--- src/rtl/gb_mem_arbiter_pkg.sv ---
// Shared types for the GameBoy memory arbiter: FSM states, grant source and open-bus value.
package gb_mem_arb_pkg;

  typedef enum logic [1:0] {
    IDLE    = 2'd0,
    CPU_ACC = 2'd1,
    DMA_ACC = 2'd2
  } arb_state_t;

  typedef enum logic {
    SRC_CPU = 1'b0,
    SRC_DMA = 1'b1
  } grant_src_t;

  localparam logic [7:0] OPEN_BUS = 8'hFF;

endpackage

--- src/rtl/gb_mem_arbiter_if.sv ---
// CPU bus, DMA requester and memory port bundled for the arbiter.
// master = surrounding system (CPU wrapper, DMA engine, SDRAM front end), slave = the arbiter.
interface gb_mem_arbiter_if #(
  parameter int AW = 16
);
  logic          cpu_mreq_n;
  logic          cpu_rd_n;
  logic          cpu_wr_n;
  logic [AW-1:0] cpu_a;
  logic [7:0]    cpu_do;
  logic [7:0]    cpu_di;
  logic          cpu_wait_n;

  logic          dma_req;
  logic          dma_we;
  logic [AW-1:0] dma_addr;
  logic [7:0]    dma_wdata;
  logic [7:0]    dma_rdata;
  logic          dma_ack;

  logic          mem_req;
  logic          mem_we;
  logic [AW-1:0] mem_addr;
  logic [7:0]    mem_wdata;
  logic [7:0]    mem_rdata;
  logic          mem_ack;

  logic          timeout_err;

  modport master (
    output cpu_mreq_n, cpu_rd_n, cpu_wr_n, cpu_a, cpu_do,
    input  cpu_di, cpu_wait_n,
    output dma_req, dma_we, dma_addr, dma_wdata,
    input  dma_rdata, dma_ack,
    input  mem_req, mem_we, mem_addr, mem_wdata,
    output mem_rdata, mem_ack,
    input  timeout_err
  );

  modport slave (
    input  cpu_mreq_n, cpu_rd_n, cpu_wr_n, cpu_a, cpu_do,
    output cpu_di, cpu_wait_n,
    input  dma_req, dma_we, dma_addr, dma_wdata,
    output dma_rdata, dma_ack,
    output mem_req, mem_we, mem_addr, mem_wdata,
    input  mem_rdata, mem_ack,
    output timeout_err
  );

endinterface

--- src/rtl/gb_mem_arbiter_strobe.sv ---
// CPU strobe edge detect and request capture; WAIT_n drops combinationally on the strobe edge
// and rises the cycle after completion.
module gb_cpu_strobe_capture #(
  parameter int AW = 16
) (
  input  logic          i_clk,
  input  logic          i_reset_n,
  input  logic          i_mreq_n,
  input  logic          i_rd_n,
  input  logic          i_wr_n,
  input  logic [AW-1:0] i_a,
  input  logic [7:0]    i_do,
  input  logic          i_complete,
  output logic          o_req,
  output logic          o_wait_n,
  output logic [AW-1:0] o_addr,
  output logic [7:0]    o_wdata,
  output logic          o_we
);

  logic          w_strb;
  logic          w_start;
  logic          r_strobe_q;
  logic          r_pend;
  logic          r_done;
  logic [AW-1:0] r_addr;
  logic [7:0]    r_wdata;
  logic          r_we;

  assign w_strb  = ~i_mreq_n & (~i_rd_n | ~i_wr_n);
  assign w_start = w_strb & ~r_strobe_q & ~r_done;

  always_ff @(posedge i_clk) begin
    if (!i_reset_n) begin
      r_strobe_q <= 1'b0;
      r_pend     <= 1'b0;
      r_done     <= 1'b0;
      r_addr     <= '0;
      r_wdata    <= '0;
      r_we       <= 1'b0;
    end else begin
      r_strobe_q <= w_strb;
      if (w_start) begin
        r_addr  <= i_a;
        r_wdata <= i_do;
        r_we    <= ~i_wr_n;
        r_pend  <= 1'b1;
      end
      if (i_complete) r_pend <= 1'b0;
      // A strobe already gone at completion leaves nothing to guard against.
      if (!w_strb) r_done <= 1'b0;
      else if (i_complete) r_done <= 1'b1;
    end
  end

  // The start cycle forwards the live bus so the arbiter can grant without waiting for capture.
  assign o_req    = w_start | r_pend;
  assign o_wait_n = ~o_req;
  assign o_addr   = w_start ? i_a : r_addr;
  assign o_wdata  = w_start ? i_do : r_wdata;
  assign o_we     = w_start ? ~i_wr_n : r_we;

endmodule

--- src/rtl/gb_mem_arbiter.sv ---
// Shares one memory port between the GameBoy CPU bus and a DMA requester, DMA deferred at most
// DMA_MAX_DEFER CPU grants; one decision cycle per grant, aborts with open-bus data on timeout.
module gb_mem_arbiter
  import gb_mem_arb_pkg::*;
#(
  parameter int AW            = 16,
  parameter int DMA_MAX_DEFER = 4,
  parameter int TIMEOUT       = 255
) (
  input logic             i_clk,
  input logic             i_reset_n,
  gb_mem_arbiter_if.slave bus
);

  localparam int DW = $clog2(DMA_MAX_DEFER + 2);

  arb_state_t    r_state;
  grant_src_t    w_pick;
  logic [DW-1:0] r_defer_cnt;
  logic [7:0]    r_tmo_cnt;
  logic          r_mem_req;
  logic          r_mem_we;
  logic [AW-1:0] r_mem_addr;
  logic [7:0]    r_mem_wdata;
  logic [7:0]    r_cpu_di;
  logic [7:0]    r_dma_rdata;
  logic          r_dma_ack;
  logic          r_timeout_err;

  logic          w_cpu_req;
  logic          w_cpu_we;
  logic [AW-1:0] w_cpu_addr;
  logic [7:0]    w_cpu_wdata;
  logic          w_cpu_wait_n;
  logic          w_cpu_complete;
  logic          w_tmo_hit;
  logic          w_done;
  logic          w_defer_full;

  gb_cpu_strobe_capture #(.AW(AW)) u_strobe (
    .i_clk      (i_clk),
    .i_reset_n  (i_reset_n),
    .i_mreq_n   (bus.cpu_mreq_n),
    .i_rd_n     (bus.cpu_rd_n),
    .i_wr_n     (bus.cpu_wr_n),
    .i_a        (bus.cpu_a),
    .i_do       (bus.cpu_do),
    .i_complete (w_cpu_complete),
    .o_req      (w_cpu_req),
    .o_wait_n   (w_cpu_wait_n),
    .o_addr     (w_cpu_addr),
    .o_wdata    (w_cpu_wdata),
    .o_we       (w_cpu_we)
  );

  assign w_tmo_hit      = (r_tmo_cnt == 8'(TIMEOUT - 1));
  assign w_done         = bus.mem_ack | w_tmo_hit;
  assign w_defer_full   = (r_defer_cnt == DW'(DMA_MAX_DEFER));
  assign w_pick         = (w_cpu_req && !(bus.dma_req && w_defer_full)) ? SRC_CPU : SRC_DMA;
  assign w_cpu_complete = (r_state == CPU_ACC) && w_done;

  always_ff @(posedge i_clk) begin
    if (!i_reset_n) begin
      r_state       <= IDLE;
      r_defer_cnt   <= '0;
      r_tmo_cnt     <= '0;
      r_mem_req     <= 1'b0;
      r_mem_we      <= 1'b0;
      r_mem_addr    <= '0;
      r_mem_wdata   <= '0;
      r_cpu_di      <= '0;
      r_dma_rdata   <= '0;
      r_dma_ack     <= 1'b0;
      r_timeout_err <= 1'b0;
    end else begin
      r_dma_ack <= 1'b0;
      case (r_state)
        IDLE: begin
          if (w_cpu_req || bus.dma_req) begin
            r_mem_req <= 1'b1;
            r_tmo_cnt <= '0;
            if (w_pick == SRC_CPU) begin
              r_state     <= CPU_ACC;
              r_mem_we    <= w_cpu_we;
              r_mem_addr  <= w_cpu_addr;
              r_mem_wdata <= w_cpu_wdata;
              if (bus.dma_req) r_defer_cnt <= r_defer_cnt + DW'(1);
            end else begin
              r_state     <= DMA_ACC;
              r_mem_we    <= bus.dma_we;
              r_mem_addr  <= bus.dma_addr;
              r_mem_wdata <= bus.dma_wdata;
            end
          end
        end
        CPU_ACC, DMA_ACC: begin
          if (w_done) begin
            r_mem_req <= 1'b0;
            r_state   <= IDLE;
            // An ack arriving with the timeout still counts as a clean completion.
            if (!bus.mem_ack) r_timeout_err <= 1'b1;
            if (r_state == CPU_ACC) begin
              if (!bus.mem_ack) r_cpu_di <= OPEN_BUS;
              else if (!r_mem_we) r_cpu_di <= bus.mem_rdata;
            end else begin
              r_dma_ack   <= 1'b1;
              r_dma_rdata <= bus.mem_ack ? bus.mem_rdata : OPEN_BUS;
              r_defer_cnt <= '0;
            end
          end else begin
            r_tmo_cnt <= r_tmo_cnt + 8'd1;
          end
        end
        default: r_state <= IDLE;
      endcase
    end
  end

  assign bus.cpu_di      = r_cpu_di;
  assign bus.cpu_wait_n  = w_cpu_wait_n;
  assign bus.dma_rdata   = r_dma_rdata;
  assign bus.dma_ack     = r_dma_ack;
  assign bus.mem_req     = r_mem_req;
  assign bus.mem_we      = r_mem_we;
  assign bus.mem_addr    = r_mem_addr;
  assign bus.mem_wdata   = r_mem_wdata;
  assign bus.timeout_err = r_timeout_err;

endmodule

--- src/flat_wrapper.sv ---
// flat-port wrapper written by rule: the top's interface ports become plain ports
module gb_mem_arbiter_flat import gb_mem_arb_pkg::*;
#(
  parameter int AW            = 16,
  parameter int DMA_MAX_DEFER = 4,
  parameter int TIMEOUT       = 255
)
  (i_clk, i_reset_n, bus_cpu_mreq_n, bus_cpu_rd_n, bus_cpu_wr_n, bus_cpu_a, bus_cpu_do, bus_cpu_di, bus_cpu_wait_n, bus_dma_req, bus_dma_we, bus_dma_addr, bus_dma_wdata, bus_dma_rdata, bus_dma_ack, bus_mem_req, bus_mem_we, bus_mem_addr, bus_mem_wdata, bus_mem_rdata, bus_mem_ack, bus_timeout_err);
  gb_mem_arbiter_if #(.AW(AW)) bus_i ();
  input logic i_clk;
  input logic i_reset_n;
  input wire logic [$bits(bus_i.cpu_mreq_n)-1:0] bus_cpu_mreq_n;
  input wire logic [$bits(bus_i.cpu_rd_n)-1:0] bus_cpu_rd_n;
  input wire logic [$bits(bus_i.cpu_wr_n)-1:0] bus_cpu_wr_n;
  input wire logic [$bits(bus_i.cpu_a)-1:0] bus_cpu_a;
  input wire logic [$bits(bus_i.cpu_do)-1:0] bus_cpu_do;
  output wire logic [$bits(bus_i.cpu_di)-1:0] bus_cpu_di;
  output wire logic [$bits(bus_i.cpu_wait_n)-1:0] bus_cpu_wait_n;
  input wire logic [$bits(bus_i.dma_req)-1:0] bus_dma_req;
  input wire logic [$bits(bus_i.dma_we)-1:0] bus_dma_we;
  input wire logic [$bits(bus_i.dma_addr)-1:0] bus_dma_addr;
  input wire logic [$bits(bus_i.dma_wdata)-1:0] bus_dma_wdata;
  output wire logic [$bits(bus_i.dma_rdata)-1:0] bus_dma_rdata;
  output wire logic [$bits(bus_i.dma_ack)-1:0] bus_dma_ack;
  output wire logic [$bits(bus_i.mem_req)-1:0] bus_mem_req;
  output wire logic [$bits(bus_i.mem_we)-1:0] bus_mem_we;
  output wire logic [$bits(bus_i.mem_addr)-1:0] bus_mem_addr;
  output wire logic [$bits(bus_i.mem_wdata)-1:0] bus_mem_wdata;
  input wire logic [$bits(bus_i.mem_rdata)-1:0] bus_mem_rdata;
  input wire logic [$bits(bus_i.mem_ack)-1:0] bus_mem_ack;
  output wire logic [$bits(bus_i.timeout_err)-1:0] bus_timeout_err;
  assign bus_i.cpu_mreq_n = bus_cpu_mreq_n;
  assign bus_i.cpu_rd_n = bus_cpu_rd_n;
  assign bus_i.cpu_wr_n = bus_cpu_wr_n;
  assign bus_i.cpu_a = bus_cpu_a;
  assign bus_i.cpu_do = bus_cpu_do;
  assign bus_cpu_di = bus_i.cpu_di;
  assign bus_cpu_wait_n = bus_i.cpu_wait_n;
  assign bus_i.dma_req = bus_dma_req;
  assign bus_i.dma_we = bus_dma_we;
  assign bus_i.dma_addr = bus_dma_addr;
  assign bus_i.dma_wdata = bus_dma_wdata;
  assign bus_dma_rdata = bus_i.dma_rdata;
  assign bus_dma_ack = bus_i.dma_ack;
  assign bus_mem_req = bus_i.mem_req;
  assign bus_mem_we = bus_i.mem_we;
  assign bus_mem_addr = bus_i.mem_addr;
  assign bus_mem_wdata = bus_i.mem_wdata;
  assign bus_i.mem_rdata = bus_mem_rdata;
  assign bus_i.mem_ack = bus_mem_ack;
  assign bus_timeout_err = bus_i.timeout_err;
  gb_mem_arbiter #(.AW(AW), .DMA_MAX_DEFER(DMA_MAX_DEFER), .TIMEOUT(TIMEOUT)) u_core (.i_clk(i_clk), .i_reset_n(i_reset_n), .bus(bus_i));
endmodule
--- config.mk ---
export PLATFORM = sky130hd
export DESIGN_NAME = gb_mem_arbiter_flat
export DESIGN_NICKNAME = d
export VERILOG_FILES = /design/src/rtl/gb_mem_arbiter_pkg.sv /design/src/rtl/gb_mem_arbiter_if.sv /design/src/rtl/gb_mem_arbiter_strobe.sv /design/src/rtl/gb_mem_arbiter.sv /design/src/flat_wrapper.sv
export SDC_FILE = /design/constraint.sdc
export NUM_CORES = 1
export LEC_CHECK = 0
export BUFFER_PORTS_ARGS = -buffer_cell sky130_fd_sc_hd__buf_2
export CORE_ASPECT_RATIO = 0.8
export CORE_MARGIN = 4
export CORE_UTILIZATION = 54
export DETAILED_ROUTE_END_ITERATION = 12
export PLACE_DENSITY = 0.84
export SETUP_SLACK_MARGIN = 0.4
export SLEW_MARGIN = 20
export SYNTH_ARGS = -nofsm -noshare
export SYNTH_HDL_FRONTEND = slang
export SYNTH_SLANG_ARGS = --single-unit
--- constraint.sdc ---
create_clock -name i_clk -period 2.9 [get_ports i_clk]
set_clock_uncertainty 0.1 [all_clocks]
set_input_delay 0.145 -clock i_clk [delete_from_list [all_inputs] [get_ports i_clk]]
set_output_delay 0.145 -clock i_clk [all_outputs]
set_load 0.01 [all_outputs]
==> summary.md <==
| Metric | Value |
|---|---|
| Result of the run | finished, final reports clean |
| Post-route clock period utilization | 0.7985 |
| Total global routing overflow | 0 |
| Data arrival time of the critical path | 2.46 ns |
| Fraction of the mapped netlist area in adder cells | 0.02879 |
| Count of different cell masters after synthesis | 46 |
| Clock Latency Late Sink | 0.35 ns |
| Wire length of the first global-routing pass | 15.02 mm |
| Overall routing resource usage | 0.2397 |
| Register bit total from synthesis | 85 |
| NumNets Final | 567 |
| Worst rel slew slack | 0.4754 |
| Floorplan core area | 6068 µm² |
| Synthesized net count | 434 |
| Number of warning messages in the yosys log | 0 |
| Count of endpoints failing hold in the final timing report | 0 |
| Wirelength per Cell | 16.19 µm |
| Final setup vio count | 0 |
| Post-layout minimum cycle time | 2.316 ns |
| Register area | 1702 µm² |
| Number of top-level pins | 109 |
| Most frequently used flop master after synthesis | sky130_fd_sc_hd__dfxtp_1 |
| Antenna violations before repair | 0 |
| Number of enable flip-flop cells after synthesis | 0 |
| Die area | 7795 µm² |
| Post-Synthesis Cells | 362 |
| Critical-path maximum fanout | 9 |
| Maximum number of pins on one net before global-route repair | 39 |
| Synth cell count leaders | sky130_fd_sc_hd__dfxtp_1, sky130_fd_sc_hd__nor2_1, sky130_fd_sc_hd__a21oi_1, sky130_fd_sc_hd__a22o_1, sky130_fd_sc_hd__mux2i_1 |
| Total DRC errors in the routed layout | 0 |
| Most area-hungry cell type in the Yosys netlist | sky130_fd_sc_hd__dfxtp_1 |
| Kind of path behind the tightest hold check | input port to flip-flop |
| Maximum buffer depth of the clock tree | 2 |
| Average cell area after synthesis | 9.605 µm² |
| Portion of synthesized cell area occupied by the leading cell type | 0.4894 |
| Vias | 3297 |
| Area of the mapped netlist | 3477 µm² |
| Simple-gate share of the synthesized area | 0.1371 |
| Xor-xnor portion of the synthesized cell area | 0 |
| Width of the chip | 97.72 µm |
| Number of port buffers | 108 |
| Drt first pass iters | 5 |
| Max-slew violation count | 0 |
| Initial standard-cell utilization of the core | 0.5730 |
| Highest attainable clock frequency | 0.4318 GHz |
| Most used standard cell by instance count after synthesis | sky130_fd_sc_hd__dfxtp_1 |
| Peak supply drop | 0.3200 mV |
| Seq/Total Area, Yosys | 0.4894 |
| Leakage | 0.002145 µW |
| Antenna diode count | 0 |
| Worst r2r path cells | 7 |
| Start point of the critical path | u_core.r_tmo_cnt[0] |
| CTS H-Tree Depth | 3 |
| Max-Cap Viols | 0 |
| Clock transition at the registers of the reported paths | 0.07 ns |
| Post-synthesis mux area share | 0.07197 |
| Crit path launch type | flip-flop |
| Async SR Flop Fraction | 0 |
| DRC marker count from the first detailed-route iteration | 240 |
| TritonCTS Sinks | 85 |
| Top cells by area, synth | sky130_fd_sc_hd__dfxtp_1, sky130_fd_sc_hd__mux2i_1, sky130_fd_sc_hd__a22o_1 |
| Multi-input gate area in the final layout | 1630 µm² |
| Cell at the root of the clock tree | sky130_fd_sc_hd__clkbuf_8 |
| Share of final-layout standard cells stronger than drive strength 1 | 0.3026 |
| Crit Path Category | flip-flop to flip-flop |
| Filler Cell Count | 404 |
| Largest family of logic cells by synthesized area | compound AO/OA/AOI/OAI gates |
| Via count normalized by instance count | 5.684 |
| Total CTS buffers | 9 |
| Overall power after layout | 3016 µW |
| Cell count of the worst hold path | 3 |
| Compound-Gate Fraction of Synth Area | 0.2299 |
| Hpwl dp | 6.028 mm |
| Post-cts repair resize count | 0 |
| Number of placement rows | 25 |
| Worst R2R Start | u_core.r_tmo_cnt[0] |
| Final RePlAce weighted congestion | 0.9411 |
| Via count of the first global-routing pass | 3129 |
| Power density of the placed cells | 656.2 nW/µm² |
| Sum Neg Setup Slack | 0 ns |
| Vertical extent of the die | 79.77 µm |
| Startpoint of the most critical hold path | bus_cpu_a[12] |
| Clock tree from TritonCTS | yes |
| Least-Margin Pin Slew | 0.7861 ns |
| Layout overhead on the synthesized area | 32.17% |
| Required time of the critical path | 3.04 ns |
| Routed wire length | 9.389 mm |
| Kind of end point of the critical path | flip-flop |
| Unrepaired setup endpoints after global routing | no |
| Antenna Violating Nets Remaining | 0 |
==> state kept, by name, indices dropped and copies added (netlist names), 2 cells and up <==
register and count:
u_core.u_strobe.r_wdata 8, u_core.u_strobe.r_addr 16, u_core.bus.dma_rdata 8, u_core.bus.mem_addr 16, u_core.r_tmo_cnt 8, u_core.r_state 2, u_core.r_defer_cnt 3, u_core.bus.mem_wdata 8
u_core.bus.cpu_di 8
==> report_power, final <==
| part | total, µW | leakage [µW] | internal [µW] | switching, µW |
|---|---|---|---|---|
| combinational | 737 | 0.00135 | 318 | 419 |
| sequential | 1370 | 0.000696 | 1300 | 76.5 |
| clock | 905 | 0.000103 | 485 | 419 |
==> cell usage in the layout (no fill, tap or decap), types with 2 or more instances in the layout <==
master	count
sky130_fd_sc_hd__a21oi_1	36
sky130_fd_sc_hd__nand2b_1	2
sky130_fd_sc_hd__inv_1	9
sky130_fd_sc_hd__buf_2	108
sky130_fd_sc_hd__dfxtp_1	85
sky130_fd_sc_hd__o22ai_1	2
sky130_fd_sc_hd__ha_1	8
sky130_fd_sc_hd__clkbuf_8	9
sky130_fd_sc_hd__nand3_1	7
sky130_fd_sc_hd__o2111ai_1	2
sky130_fd_sc_hd__o221a_2	16
sky130_fd_sc_hd__buf_4	6
sky130_fd_sc_hd__a22o_1	25
sky130_fd_sc_hd__nor3_1	2
sky130_fd_sc_hd__a211oi_1	2
sky130_fd_sc_hd__nand2_2	2
sky130_fd_sc_hd__nor2b_1	2
sky130_fd_sc_hd__nand4_1	3
sky130_fd_sc_hd__or4_1	3
sky130_fd_sc_hd__and3_1	3
sky130_fd_sc_hd__or3_1	2
sky130_fd_sc_hd__o21a_1	2
sky130_fd_sc_hd__mux2i_1	25
sky130_fd_sc_hd__nor4_1	2
sky130_fd_sc_hd__dlygate4sd3_1	33
sky130_fd_sc_hd__bufinv_16	2
sky130_fd_sc_hd__o21ai_0	7
sky130_fd_sc_hd__nor2_1	56
sky130_fd_sc_hd__nand2_1	14
sky130_fd_sc_hd__a31oi_1	2
==> path summary, 6_finish.rpt <==
kind | to | slack (ns)
max | u_core.r_defer_cnt[2] | 0.58
min | u_core.u_strobe.r_addr[12] | 0.02
max reg2reg | u_core.r_defer_cnt[2] | 0.58
min reg2reg | u_core.bus.mem_addr[10] | 0.38
==> routing by layer <==
metal | global-route usage | wire length (µm) | vias up
met1 | 0.3013 | 4027 | 1541
met4 | 0.09405 | 153 | 0
met2 | 0.3919 | 4538 | 155
met3 | 0.06900 | 670 | 17
met5 | 0 | 0 | -
li1 | - | - | 1584
==> per-stage QoR <==
stage / worst slack (ns) / area [µm²] / utilization / std cells / hold WS [ns]
after detailed placement: 0.6622 / 4053 / 0.6678 / 532 / 0.2603
final: 0.5843 / 4596 / 0.7573 / 580 / 0.02452
after CTS: 0.6541 / 4596 / 0.7573 / 580 / 0.01324
after floorplan: 0.9641 / 3477 / - / 362 / 0.1309
after global routing: 0.4627 / 4596 / 0.7573 / 580 / 0.02706
after global placement: 0.8546 / 4053 / 0.6678 / 532 / 0.2622
==> area by class of cell <==
type | count | area share
flip-flops and latches | 85 | 0.3703
well taps | 81 | 0.02205
clock inverters | 5 | 0.01851
inverters | 9 | 0.007351
multi-input cells | 243 | 0.3547
repair buffers | 147 | 0.1993
clock buffers | 10 | 0.02777
==> cell families after synthesis <==
logic type      after synthesis
flops                        85
compound gates              106
simple gates                104
mux                          25
fa+ha+maj                     8
buf+inv                      34
==> critical path, stage by stage, from the launching register on <==
cell,delay [ns]
sky130_fd_sc_hd__dfxtp_1,0.35
sky130_fd_sc_hd__inv_1,0.10
sky130_fd_sc_hd__ha_1,0.17
sky130_fd_sc_hd__nand4_1,0.18
sky130_fd_sc_hd__o21ai_2,0.42
sky130_fd_sc_hd__o22ai_1,0.25
sky130_fd_sc_hd__a211o_1,0.37
sky130_fd_sc_hd__a32o_1,0.27
==> timing repair <==
action / 4_1_cts / 5_1_grt
setup buffers: 0 / 0
endpoints found under the hold margin: 40 / 0
hold buffers: 33 / 0
(Power assumes the default switching activity.)
